[src/rtl/sram_arb_pkg.sv]
// rtl/sram_arb_pkg.sv - shared types and constants for the SRAM port arbiter
package sram_arb_pkg;

    typedef enum logic [1:0] {
        IDLE    = 2'd0,
        ACCESS  = 2'd1,
        RECOVER = 2'd2
    } arb_state_t;

    // Width of the wait-state down counter (WAIT_STATES is 0..15)
    localparam int WCNT_W = 4;

    // Width of a requester index; never narrower than one bit
    function automatic int ptr_width(input int n);
        return (n <= 2) ? 1 : $clog2(n);
    endfunction

endpackage

[src/rtl/sram_arb_pick.sv]
// rtl/sram_arb_pick.sv - winner selection (round-robin, or fixed priority with SRAM_ARB_FIXED_PRIO_EN)
module sram_arb_pick
    import sram_arb_pkg::*;
#(
    parameter int NREQ = 2,
    parameter int PW   = ptr_width(NREQ)
) (
    input  logic [NREQ-1:0] req,
    input  logic [PW-1:0]   ptr,
    output logic [NREQ-1:0] win_onehot,
    output logic [PW-1:0]   win_idx
);

`ifdef SRAM_ARB_FIXED_PRIO_EN
    logic unused_ptr;
    assign unused_ptr = ^ptr;

    // Lowest set request index wins; scanning downwards leaves the lowest one
    always_comb begin
        win_idx = '0;
        for (int i = NREQ - 1; i >= 0; i--) begin
            if (req[i]) win_idx = PW'(i);
        end
    end
`else
    logic rr_found;

    // First request at or above the pointer, else wrap to the lowest request
    always_comb begin
        win_idx  = '0;
        rr_found = 1'b0;
        for (int i = 0; i < NREQ; i++) begin
            if (!rr_found && req[i] && (i >= int'(ptr))) begin
                win_idx  = PW'(i);
                rr_found = 1'b1;
            end
        end
        for (int i = 0; i < NREQ; i++) begin
            if (!rr_found && req[i]) begin
                win_idx  = PW'(i);
                rr_found = 1'b1;
            end
        end
    end
`endif

    // One-hot form of the winner; all zero when nobody is requesting
    always_comb begin
        win_onehot = '0;
        if (|req) win_onehot[win_idx] = 1'b1;
    end

endmodule

[src/rtl/sram_port_arbiter.sv]
// rtl/sram_port_arbiter.sv - single-port SRAM arbiter for NREQ requesters (SRAM_ARB_FIXED_PRIO_EN: fixed priority)
module sram_port_arbiter
    import sram_arb_pkg::*;
#(
    parameter int NREQ        = 2,
    parameter int dw          = 32,
    parameter int aw          = 10,
    parameter int WAIT_STATES = 0
) (
    input  logic                 wb_clk,
    input  logic                 wb_rst_n,
    input  logic [NREQ-1:0]      req,
    input  logic [NREQ-1:0]      req_we,
    input  logic [NREQ*aw-1:0]   req_addr,
    input  logic [NREQ*dw-1:0]   req_wdata,
    output logic [NREQ-1:0]      grant,
    output logic [NREQ-1:0]      done,
    output logic [dw-1:0]        rdata,
    output logic                 sram_cs,
    output logic                 sram_we,
    output logic [aw-1:0]        sram_addr,
    output logic [dw-1:0]        sram_wdata,
    input  logic [dw-1:0]        sram_rdata
);

    localparam int PW = ptr_width(NREQ);

    arb_state_t        state;
    arb_state_t        state_nxt;
    logic [PW-1:0]     owner;
    logic [PW-1:0]     ptr;
    logic [WCNT_W-1:0] wcnt;
    logic [NREQ-1:0]   win_onehot;
    logic [PW-1:0]     win_idx;

    sram_arb_pick #(
        .NREQ (NREQ),
        .PW   (PW)
    ) u_pick (
        .req        (req),
        .ptr        (ptr),
        .win_onehot (win_onehot),
        .win_idx    (win_idx)
    );

    // State register
    always_ff @(posedge wb_clk or negedge wb_rst_n) begin
        if (!wb_rst_n) state <= IDLE;
        else           state <= state_nxt;
    end

    // Next state: IDLE -> ACCESS on any request, ACCESS until the counter expires, one RECOVER cycle
    always_comb begin
        state_nxt = state;
        case (state)
            IDLE:    if (|req) state_nxt = ACCESS;
            ACCESS:  if (wcnt == '0) state_nxt = RECOVER;
            RECOVER: state_nxt = IDLE;
            default: state_nxt = IDLE;
        endcase
    end

    // Grant/latch in IDLE, hold the SRAM port through the wait states, complete in the last ACCESS cycle
    always_ff @(posedge wb_clk or negedge wb_rst_n) begin
        if (!wb_rst_n) begin
            grant      <= '0;
            done       <= '0;
            rdata      <= '0;
            sram_cs    <= 1'b0;
            sram_we    <= 1'b0;
            sram_addr  <= '0;
            sram_wdata <= '0;
            owner      <= '0;
            wcnt       <= '0;
        end else begin
            case (state)
                IDLE: begin
                    if (|req) begin
                        grant      <= win_onehot;
                        owner      <= win_idx;
                        sram_cs    <= 1'b1;
                        sram_we    <= req_we[win_idx];
                        sram_addr  <= req_addr[int'(win_idx)*aw +: aw];
                        sram_wdata <= req_wdata[int'(win_idx)*dw +: dw];
                        wcnt       <= WCNT_W'(WAIT_STATES);
                    end
                end
                ACCESS: begin
                    grant <= '0;
                    if (wcnt != '0) begin
                        wcnt <= wcnt - 1'b1;
                    end else begin
                        sram_cs <= 1'b0;
                        sram_we <= 1'b0;
                        done    <= NREQ'(1) << owner;
                        // sram_we still carries the direction of the access being finished
                        if (!sram_we) rdata <= sram_rdata;
                    end
                end
                RECOVER: begin
                    done <= '0;
                end
                default: begin
                    grant <= '0;
                end
            endcase
        end
    end

`ifdef SRAM_ARB_FIXED_PRIO_EN
    assign ptr = '0;
`else
    // Rotate priority to just past the requester that was served
    always_ff @(posedge wb_clk or negedge wb_rst_n) begin
        if (!wb_rst_n)              ptr <= '0;
        else if (state == RECOVER)  ptr <= (int'(owner) == NREQ - 1) ? '0 : owner + 1'b1;
    end
`endif

endmodule

[config.mk]
export PLATFORM = sky130hd
export DESIGN_NAME = sram_port_arbiter
export DESIGN_NICKNAME = d
export VERILOG_FILES = /design/src/rtl/sram_arb_pkg.sv /design/src/rtl/sram_arb_pick.sv /design/src/rtl/sram_port_arbiter.sv
export SDC_FILE = /design/constraint.sdc
export NUM_CORES = 1
export LEC_CHECK = 0
export BUFFER_PORTS_ARGS = -buffer_cell sky130_fd_sc_hd__buf_2
export CORE_ASPECT_RATIO = 0.6
export CORE_MARGIN = 2
export CORE_UTILIZATION = 48
export DETAILED_ROUTE_END_ITERATION = 12
export HOLD_SLACK_MARGIN = 0.02
export PLACE_DENSITY = 0.85
export SLEW_MARGIN = 20
export SYNTH_ARGS = -nofsm -noshare
export SYNTH_HDL_FRONTEND = slang
export SYNTH_SLANG_ARGS = --single-unit
export TNS_END_PERCENT = 30
[constraint.sdc]
create_clock -name wb_clk -period 3 [get_ports wb_clk]
set_input_delay 0.6 -clock wb_clk [delete_from_list [all_inputs] [get_ports wb_clk]]
set_output_delay 0.6 -clock wb_clk [all_outputs]
set_load 0.01 [all_outputs]
==> results.sh, run 1 <==
export IMPL_status="completed"
export IMPL_num_rows=24
export IMPL_ant_nets=0
export IMPL_grt_pass1_vias=3057
export IMPL_cp_cell_sequence="nor2b_4 -> nand3_4 -> nor2_4 -> mux2_1"
export IMPL_num_vias=3003
export IMPL_leakagePower_nw=2.81
export IMPL_finalSetupTns_ns=0
export IMPL_sequentialPowerShare=0.386
export IMPL_synthCells=272
export IMPL_ys_seq_area_frac=0.593
export IMPL_hold_violations=0
export IMPL_irDropWorstVdd_uv=565
export IMPL_dp_hpwl_mm=7.06
export IMPL_place_congestion=0.777
export IMPL_coreArea_um2=7390
export IMPL_grt_pass1_wl_mm=15.1
export IMPL_initial_core_util=0.503
export IMPL_postSynthAreaPerCell_um2=13.6
export IMPL_die_h_um=72.1
export IMPL_setup_worst_path_class="reg -> reg"
export IMPL_boundaryPins=202
export IMPL_post_cts_setup_buffer_count=0
export IMPL_wl_per_cell_um=16.4
export IMPL_fin_skew_ns=0.00452
export IMPL_htree_levels=3
export IMPL_slowest_delay_ns=0.71
export IMPL_numCtsBuffers=9
export IMPL_drive_above_1_share=0.477
export IMPL_rsz0062_at_grt="false"
export IMPL_power_density_nw_per_um2=1070
export IMPL_cap_violations=0
export IMPL_syn_area_um2=3710
export IMPL_p_int_mw=3.49
export IMPL_die_area_um2=8480
export IMPL_tightest_slew_ns=0.905
export IMPL_cts_root_buf="clkbuf_16"
export IMPL_utilization=0.686
export IMPL_max_freq_ghz=0.458
export IMPL_io_buffers=201
export IMPL_p_sw_mw=1.93
export IMPL_slowest_stage="nor2_4"
export IMPL_fin_nets=595
export IMPL_stdcell_area_um2=5070
export IMPL_ys_types=29
export IMPL_post_route_period_util=0.727
export IMPL_hold_buffers=0
export IMPL_period_needed_ns=2.18
export IMPL_setup_viol=0
export IMPL_hp_class="in -> async"
export IMPL_clk_latency_ns=0.33
export IMPL_cts_max_path_buffers=2
export IMPL_placed_cell_area_um2=4790
export IMPL_drc=0
export IMPL_critPathMaxFanout=32
export IMPL_diodes=0
export IMPL_power_frac_comb=0.426
export IMPL_grt_max_degree=53
export IMPL_path_buf_inv=0
export IMPL_startpoint="state[0]"
export IMPL_path_clk_slew_ns=0.06
export IMPL_dr_pass1_iters=4
export IMPL_gr_usage_all_layers=0.229
export IMPL_startpoint_type="flop"
export IMPL_yosysWarnings=0
export IMPL_r2r_start="state[0]"
export IMPL_switching_share=0.356
export IMPL_antenna_found_initial=0
export IMPL_drt_iter0_markers=119
export IMPL_cts_repair_resized=0
export IMPL_slew_headroom=0.395
export IMPL_worstSetupEndpointType="flop"
export IMPL_viasPerCell=5.18
export IMPL_slew_viol_final=0
export IMPL_power_frac_clock=0.188
export IMPL_die_w_um=118
export IMPL_clock_sinks=88
export IMPL_cp_arrival_ns=2.39
export IMPL_syn_num_nets=396
export IMPL_grt_overflow_total=0
export IMPL_cts_tree="yes"
export IMPL_finalWirelength_mm=9.51
export IMPL_crit_family="simple AND/OR/NAND/NOR gates"
export IMPL_cp_data_required_time_ns=3.21
export IMPL_ys_ff_latch=88
export IMPL_area_growth_pct=36.5
-- synthesized netlist by cell type --
cell        n  share of area
dfrtp_1    88           0.59
a21o_1     43          0.087
a22o_1     42          0.099
mux2_1     32          0.097
buf_2       9          0.012
buf_6       7          0.021
inv_1       6         0.0061
nand2_1     6         0.0061
nand3_1     6         0.0081
nor2_1      6         0.0061
o21ai_0     5         0.0067
o21ai_1     3         0.0040
ha_1        2         0.0067
mux2i_1     2         0.0054
a211oi_1    1         0.0020
a211oi_4    1         0.0054
a21oi_1     1         0.0013
a2bb2oi_1   1         0.0024
buf_4       1         0.0020
nand2b_1    1         0.0017
nand2b_4    1         0.0037
nand3_4     1         0.0047
nor2_4      1         0.0030
nor2b_4     1         0.0037
nor3_2      1         0.0027
nor4_1      1         0.0017
o21a_1      1         0.0020
or3b_1      1         0.0024
xor2_1      1         0.0024
-- cell type report --
type                    instances  area [um^2]
flip-flops and latches         88         2200
multi-input cells             161         1370
clock inverters                 5         32.5
well taps                     104          130
inverters                       6         22.5
repair buffers                205         1060
fillers                       548         2320
clock buffers                  11          243
-- cell usage in the layout, fill, tap and decap left out, drive strengths merged, types with 2 or more instances in the layout --
cell type and instances:
buf 205, nand3 7, nand2b 2, nand2 6, a211oi 2, mux2 32, a22o 42, nor2 7
clkbuf 11, clkinv 2, dfrtp 88, clkinvlp 3, a21o 43, inv 6, o21ai 8, mux2i 2
ha 2
-- metal layers --
layer | vias to the layer above | track usage | wire [um]
met4 | 0 | 0.0602 | 118
li1 | 1401 | - | -
met5 | - | 0 | 0
met3 | 10 | 0.0763 | 722
met1 | 1467 | 0.287 | 4060
met2 | 125 | 0.390 | 4610
-- worst register-to-register path, cell delays in order (launching register included) --
cell	delay [ns]
dfrtp_1	0.54
nor2b_4	0.26
nand3_4	0.14
nor2_4	0.71
mux2_1	0.41
-- worst paths after layout --
path / to / slack, ns / cells past startpoint
worst max-delay path: rdata[12] / 0.82 / 4
min in group wb_clk: sram_addr[6] / 0.47 / 2
worst min register to register: rdata[18] / 0.48 / 1
worst min-delay path: rdata[17] / 0.30 / 1
worst max register to register: rdata[12] / 0.82 / 4
max in group asynchronous: sram_wdata[17] / 2.06 / 2
-- through the flow --
step / total power [mW] / worst slack (ns) / hold WS [ns] / std cells
after floorplan: 3.56 / 1.48 / 0.304 / 272
after global placement: 4.33 / 0.934 / 0.461 / 564
after detailed placement: 4.44 / 0.826 / 0.469 / 564
after CTS: 5.48 / 0.801 / 0.322 / 580
after global routing: 5.75 / 0.650 / 0.345 / 580
final: 5.42 / 0.818 / 0.302 / 580
-- power groups by stage --
stage	clock network [mW]	registers, mW	logic [mW]
floorplan	0	2.31	1.25
global placement	0	2.07	2.26
detailed placement	0	2.10	2.34
CTS	1.04	2.09	2.35
global route	1.08	2.16	2.51
finish	1.02	2.09	2.31
-- logic make-up (layout without fill, tap and decap cells) --
logic type | Yosys count | in the layout | share of synthesized area
AND/OR/NAND/NOR | 26 | 26 | 0.0438
multiplexers | 34 | 34 | 0.102
buffers and inverters | 23 | 227 | 0.0415
XOR/XNOR | 1 | 1 | 0.00236
adder cells (fa/ha/maj) | 2 | 2 | 0.00674
AO/OA/AOI/OAI | 98 | 98 | 0.210
flip-flops | 88 | 88 | 0.593
-- state kept, by name (all words and copies together) (netlist names) --
name,flops
sram_we,1
rdata,32
sram_wdata,32
owner,1
sram_cs,1
grant,2
sram_addr,10
done,2
ptr,1
wcnt,4
state,2
Note: power is estimated with default switching activity, not from simulation.
==> run 2, diff against run 1 <==
- CORE_UTILIZATION: 48 -> 45
- PLACE_DENSITY: 0.85 -> 0.81
- clock period: 3 -> 2.05 ns (I/O delays scaled with it)
==> results.sh, run 2 (synthesis results as in run 1) <==
export IMPL_cts_repair_resized=0
export IMPL_pre_cts_slack_ns=0.323
export IMPL_place_congestion=0.745
export IMPL_placed_cell_area_um2=4840
export IMPL_setup_slack_ns=0.312
export IMPL_cp_arrival_ns=1.95
export IMPL_final_common_cell="buf_2"
export IMPL_power_density_nw_per_um2=1550
export IMPL_switching_share=0.352
export IMPL_power_frac_clock=0.191
export IMPL_numCtsBuffers=9
export IMPL_clk_latency_ns=0.33
export IMPL_hp_class="in -> reg"
export IMPL_cp_cell_sequence="nor2b_4 -> nand3_4 -> nor2_4 -> buf_12 -> mux2_1"
export IMPL_num_vias=2970
export IMPL_power_frac_comb=0.429
export IMPL_wl_per_cell_um=15.3
export IMPL_grt_max_degree=44
export IMPL_htree_levels=3
export IMPL_post_route_period_util=0.848
export IMPL_leakagePower_nw=2.83
export IMPL_startpoint_type="flop"
export IMPL_p_total_mw=7.96
export IMPL_slew_headroom=0.674
export IMPL_post_cts_setup_buffer_count=0
export IMPL_grt_pass1_wl_mm=13.8
export IMPL_slowest_delay_ns=0.53
export IMPL_p_int_mw=5.16
export IMPL_num_rows=25
export IMPL_tightest_slew_ns=0.487
export IMPL_fin_cells=587
export IMPL_io_buffers=201
export IMPL_irDropWorstVdd_uv=691
export IMPL_p_sw_mw=2.80
export IMPL_period_needed_ns=1.74
export IMPL_boundaryPins=202
export IMPL_sequentialPowerShare=0.380
export IMPL_antenna_found_initial=0
export IMPL_coreArea_um2=7950
export IMPL_grt_pass1_vias=2804
export IMPL_diodes=0
export IMPL_utilization=0.646
export IMPL_dp_cells=570
export IMPL_status="completed"
export IMPL_largestRegisters="rdata x32, sram_wdata x32, sram_addr x10"
export IMPL_setup_viol=0
export IMPL_final_cell_mix="buf_2, dfrtp_1, a21o_1, a22o_1, mux2_1"
export IMPL_cap_violations=0
export IMPL_drc=0
export IMPL_drive_above_1_share=0.480
export IMPL_crit_family="flip-flops"
export IMPL_dr_pass1_iters=4
export IMPL_grt_overflow_total=0
export IMPL_path_clk_slew_ns=0.06
export IMPL_ant_nets=0
export IMPL_hold_ws_ns=0.280
export IMPL_cp_data_required_time_ns=2.26
export IMPL_fin_skew_ns=0.00609
export IMPL_critPathMaxFanout=32
export IMPL_rsz0062_at_grt="false"
export IMPL_cts_root_buf="clkbuf_16"
export IMPL_clock_sinks=88
export IMPL_dp_hpwl_mm=6.62
export IMPL_die_w_um=121
export IMPL_slowest_stage="dfrtp_1"
export IMPL_hold_violations=0
export IMPL_finalSetupTns_ns=0
export IMPL_slew_viol_final=0
export IMPL_area_growth_pct=38.2
export IMPL_die_h_um=74.4
export IMPL_stdcell_area_um2=5130
export IMPL_cts_max_path_buffers=2
export IMPL_viasPerCell=5.06
export IMPL_cts_tree="yes"
export IMPL_path_buf_inv=1
export IMPL_setup_worst_path_class="reg -> reg"
export IMPL_fillers=625
export IMPL_max_freq_ghz=0.575
export IMPL_die_area_um2=9020
export IMPL_worstSetupEndpointType="flop"
export IMPL_initial_core_util=0.467
export IMPL_fin_nets=598
export IMPL_drt_iter0_markers=136
export IMPL_finalWirelength_mm=8.99
export IMPL_gr_usage_all_layers=0.201
-- run 2: cell type report --
| cell class | instances | area [um^2] | share of cell area |
|---|---|---|---|
| Sequential cell | 88 | 2200 | 0.429 |
| Multi-Input combinational cell | 161 | 1370 | 0.268 |
| Timing Repair Buffer | 208 | 1110 | 0.217 |
| Clock buffer | 10 | 239 | 0.0466 |
| Tap cell | 108 | 135 | 0.0263 |
| Clock inverter | 6 | 43.8 | 0.00854 |
| Inverter | 6 | 22.5 | 0.00439 |
-- run 2: power by group through the flow --
| stage | clock network (mW) | registers, mW | logic, mW |
|---|---|---|---|
| finish | 1.52 | 3.03 | 3.42 |
| CTS | 1.56 | 3.04 | 3.48 |
| floorplan | 0 | 3.38 | 1.82 |
| global route | 1.65 | 3.14 | 3.74 |
| global placement | 0 | 3.02 | 3.36 |
| detailed placement | 0 | 3.05 | 3.47 |
-- run 2: final timing paths --
kind                                    start              to  slack (ns)  cells past startpoint
worst max-delay path                 state[0]        rdata[5]        0.31                      5
worst min-delay path            req_wdata[46]  sram_wdata[14]        0.28                      2
worst max register to register       state[0]        rdata[5]        0.31                      5
worst min register to register      rdata[18]       rdata[18]        0.48                      1
max in group asynchronous            wb_rst_n    sram_addr[1]        0.89                      3
min in group asynchronous            wb_rst_n       rdata[15]        0.56                      2
-- run 2: repair_timing --
item | in CTS | in global routing
endpoints found under the setup margin | 0 | 0
hold buffers | 1 | 0
endpoints found under the hold margin | 19 | 0
-- run 2: per-layer routing --
layer,vias up,track usage,wire (um)
met1,1446,0.267,3920
met4,0,0.0741,108
met3,7,0.0537,620
met2,118,0.323,4340
li1,1399,-,-
met5,-,0,0
==> run 3, diff against run 2 <==
- clock period: 2.05 -> 1.7 ns (I/O delays scaled with it)
==> results.sh, run 3 (synthesis results as in run 1) <==
export IMPL_place_congestion=0.811
export IMPL_finalWirelength_mm=9.57
export IMPL_die_area_um2=9020
export IMPL_pre_cts_slack_ns=0.0318
export IMPL_drt_iter0_markers=121
export IMPL_die_h_um=74.4
export IMPL_clk_latency_ns=0.33
export IMPL_slew_headroom=0.713
export IMPL_area_growth_pct=41.3
export IMPL_fin_nets=604
export IMPL_slowest_stage="dfrtp_1"
export IMPL_dp_hpwl_mm=6.77
export IMPL_period_needed_ns=1.68
export IMPL_wl_met2_mm=4.61
export IMPL_slew_viol_final=0
export IMPL_tightest_slew_ns=0.428
export IMPL_slowest_delay_ns=0.44
export IMPL_rsz0062_at_grt="true"
export IMPL_utilization=0.660
export IMPL_startpoint_type="flop"
export IMPL_fin_skew_ns=0.00851
export IMPL_coreArea_um2=7950
export IMPL_drive_above_1_share=0.491
export IMPL_ant_nets=0
export IMPL_grt_pass1_vias=2808
export IMPL_power_density_nw_per_um2=1890
export IMPL_final_common_cell="buf_2"
export IMPL_cts_root_buf="clkbuf_16"
export IMPL_cts_max_path_buffers=2
export IMPL_leakagePower_nw=2.88
export IMPL_diodes=0
export IMPL_largestRegisters="rdata x32, sram_wdata x32, sram_addr x10"
export IMPL_dr_wl_met3_um=659
export IMPL_path_buf_inv=1
export IMPL_wl_per_cell_um=16.1
export IMPL_hold_violations=0
export IMPL_numCtsBuffers=9
export IMPL_rrSetupSlack_ns=0.02
export IMPL_path_clk_slew_ns=0.06
export IMPL_cap_violations=0
export IMPL_initial_core_util=0.467
export IMPL_cp_cell_sequence="nor2_1 -> nand3_4 -> nor2_4 -> clkbuf_16 -> mux2_1"
export IMPL_top_layer_used="met4"
export IMPL_grt_overflow_total=0
export IMPL_max_freq_ghz=0.597
export IMPL_crit_family="simple AND/OR/NAND/NOR gates"
export IMPL_critPathMaxFanout=16
export IMPL_dr_pass1_iters=4
export IMPL_cp_data_required_time_ns=1.90
export IMPL_cts_tree="yes"
export IMPL_grt_max_degree=53
export IMPL_io_buffers=201
export IMPL_worstSetupEndpointType="flop"
export IMPL_grt_pass1_wl_mm=13.7
export IMPL_setup_worst_path_class="reg -> reg"
export IMPL_final_cell_mix="buf_2, dfrtp_1, a21o_1, a22o_1, mux2_1"
export IMPL_clock_sinks=88
export IMPL_gr_usage_all_layers=0.199
export IMPL_post_route_period_util=0.985
export IMPL_drc=0
export IMPL_die_w_um=121
export IMPL_boundaryPins=202
export IMPL_num_rows=25
export IMPL_num_vias=3046
export IMPL_hp_class="in -> reg"
export IMPL_irDropWorstVdd_uv=785
export IMPL_antenna_found_initial=0
export IMPL_met1Wirelength_mm=4.20
export IMPL_viasPerCell=5.14
export IMPL_setup_slack_ns=0.0249
export IMPL_status="completed"
export IMPL_htree_levels=3
export IMPL_cp_arrival_ns=1.88
export IMPL_setup_viol=0
-- run 3: cell types whose count changed in the layout (fill, tap and decap cells not counted), sizes merged --
cell / before / now
buf: 207 / 211
bufinv: 0 / 1
clkbuf: 10 / 15
clkinvlp: 4 / 1
inv: 7 / 6
-- run 3: final timing paths --
| kind | startpoint | cells after the start | to |
|---|---|---|---|
| setup / recovery | wcnt[2] | 5 | rdata[20] |
| hold / removal | req_addr[14] | 2 | sram_addr[4] |
| setup reg to reg | wcnt[2] | 5 | rdata[20] |
| hold reg to reg | rdata[21] | 1 | rdata[21] |
| max in group asynchronous | wb_rst_n | 3 | sram_wdata[14] |
| min in group asynchronous | wb_rst_n | 2 | sram_addr[6] |
-- run 3: worst register-to-register path, stage by stage (launching register included) --
cell and delay [ns]:
dfrtp_1 0.44, nor2_1 0.21, nand3_4 0.12, nor2_4 0.23
clkbuf_16 0.23, mux2_1 0.34
-- run 3: what timing repair did --
action,in CTS,in global routing
hold buffers,1,0
buffers inserted,0,2
endpoints found under the setup margin,0,33
hold endpoints to repair,13,0
resized for setup,0,7
-- run 3: final cells by class --
type | count | area [um^2]
fillers | 585 | 2700
clock buffers | 13 | 240
repair buffers | 214 | 1210
inverters | 6 | 22.5
flip-flops and latches | 88 | 2200
multi-input cells | 161 | 1390
well taps | 108 | 135
clock inverters | 3 | 42.5
-- run 3: where the power goes --
part,internal [mW],total [mW],switching [mW]
clock network,1.14,1.86,0.725
logic,2.27,4.40,2.13
registers,3.10,3.67,0.566
-- run 3: layer usage --
layer	global-route usage	vias up
met5	0	-
met4	0.0524	0
met3	0.0590	9
met2	0.340	130
met1	0.253	1497
li1	-	1410
-- run 3: stage by stage --
step           instances  hold slack, ns  total power [mW]  instance area (um^2)  setup TNS [ns]
3_5_place_dp         572           0.210              7.95                  4860               0
2_1_floorplan        272          0.0444              6.27                  3710               0
4_1_cts              589           0.193              9.88                  5160               0
6_report             593           0.207              9.93                  5240               0
3_3_place_gp         572           0.204              7.76                  4860               0
5_1_grt              593           0.198              10.6                  5240          -0.343
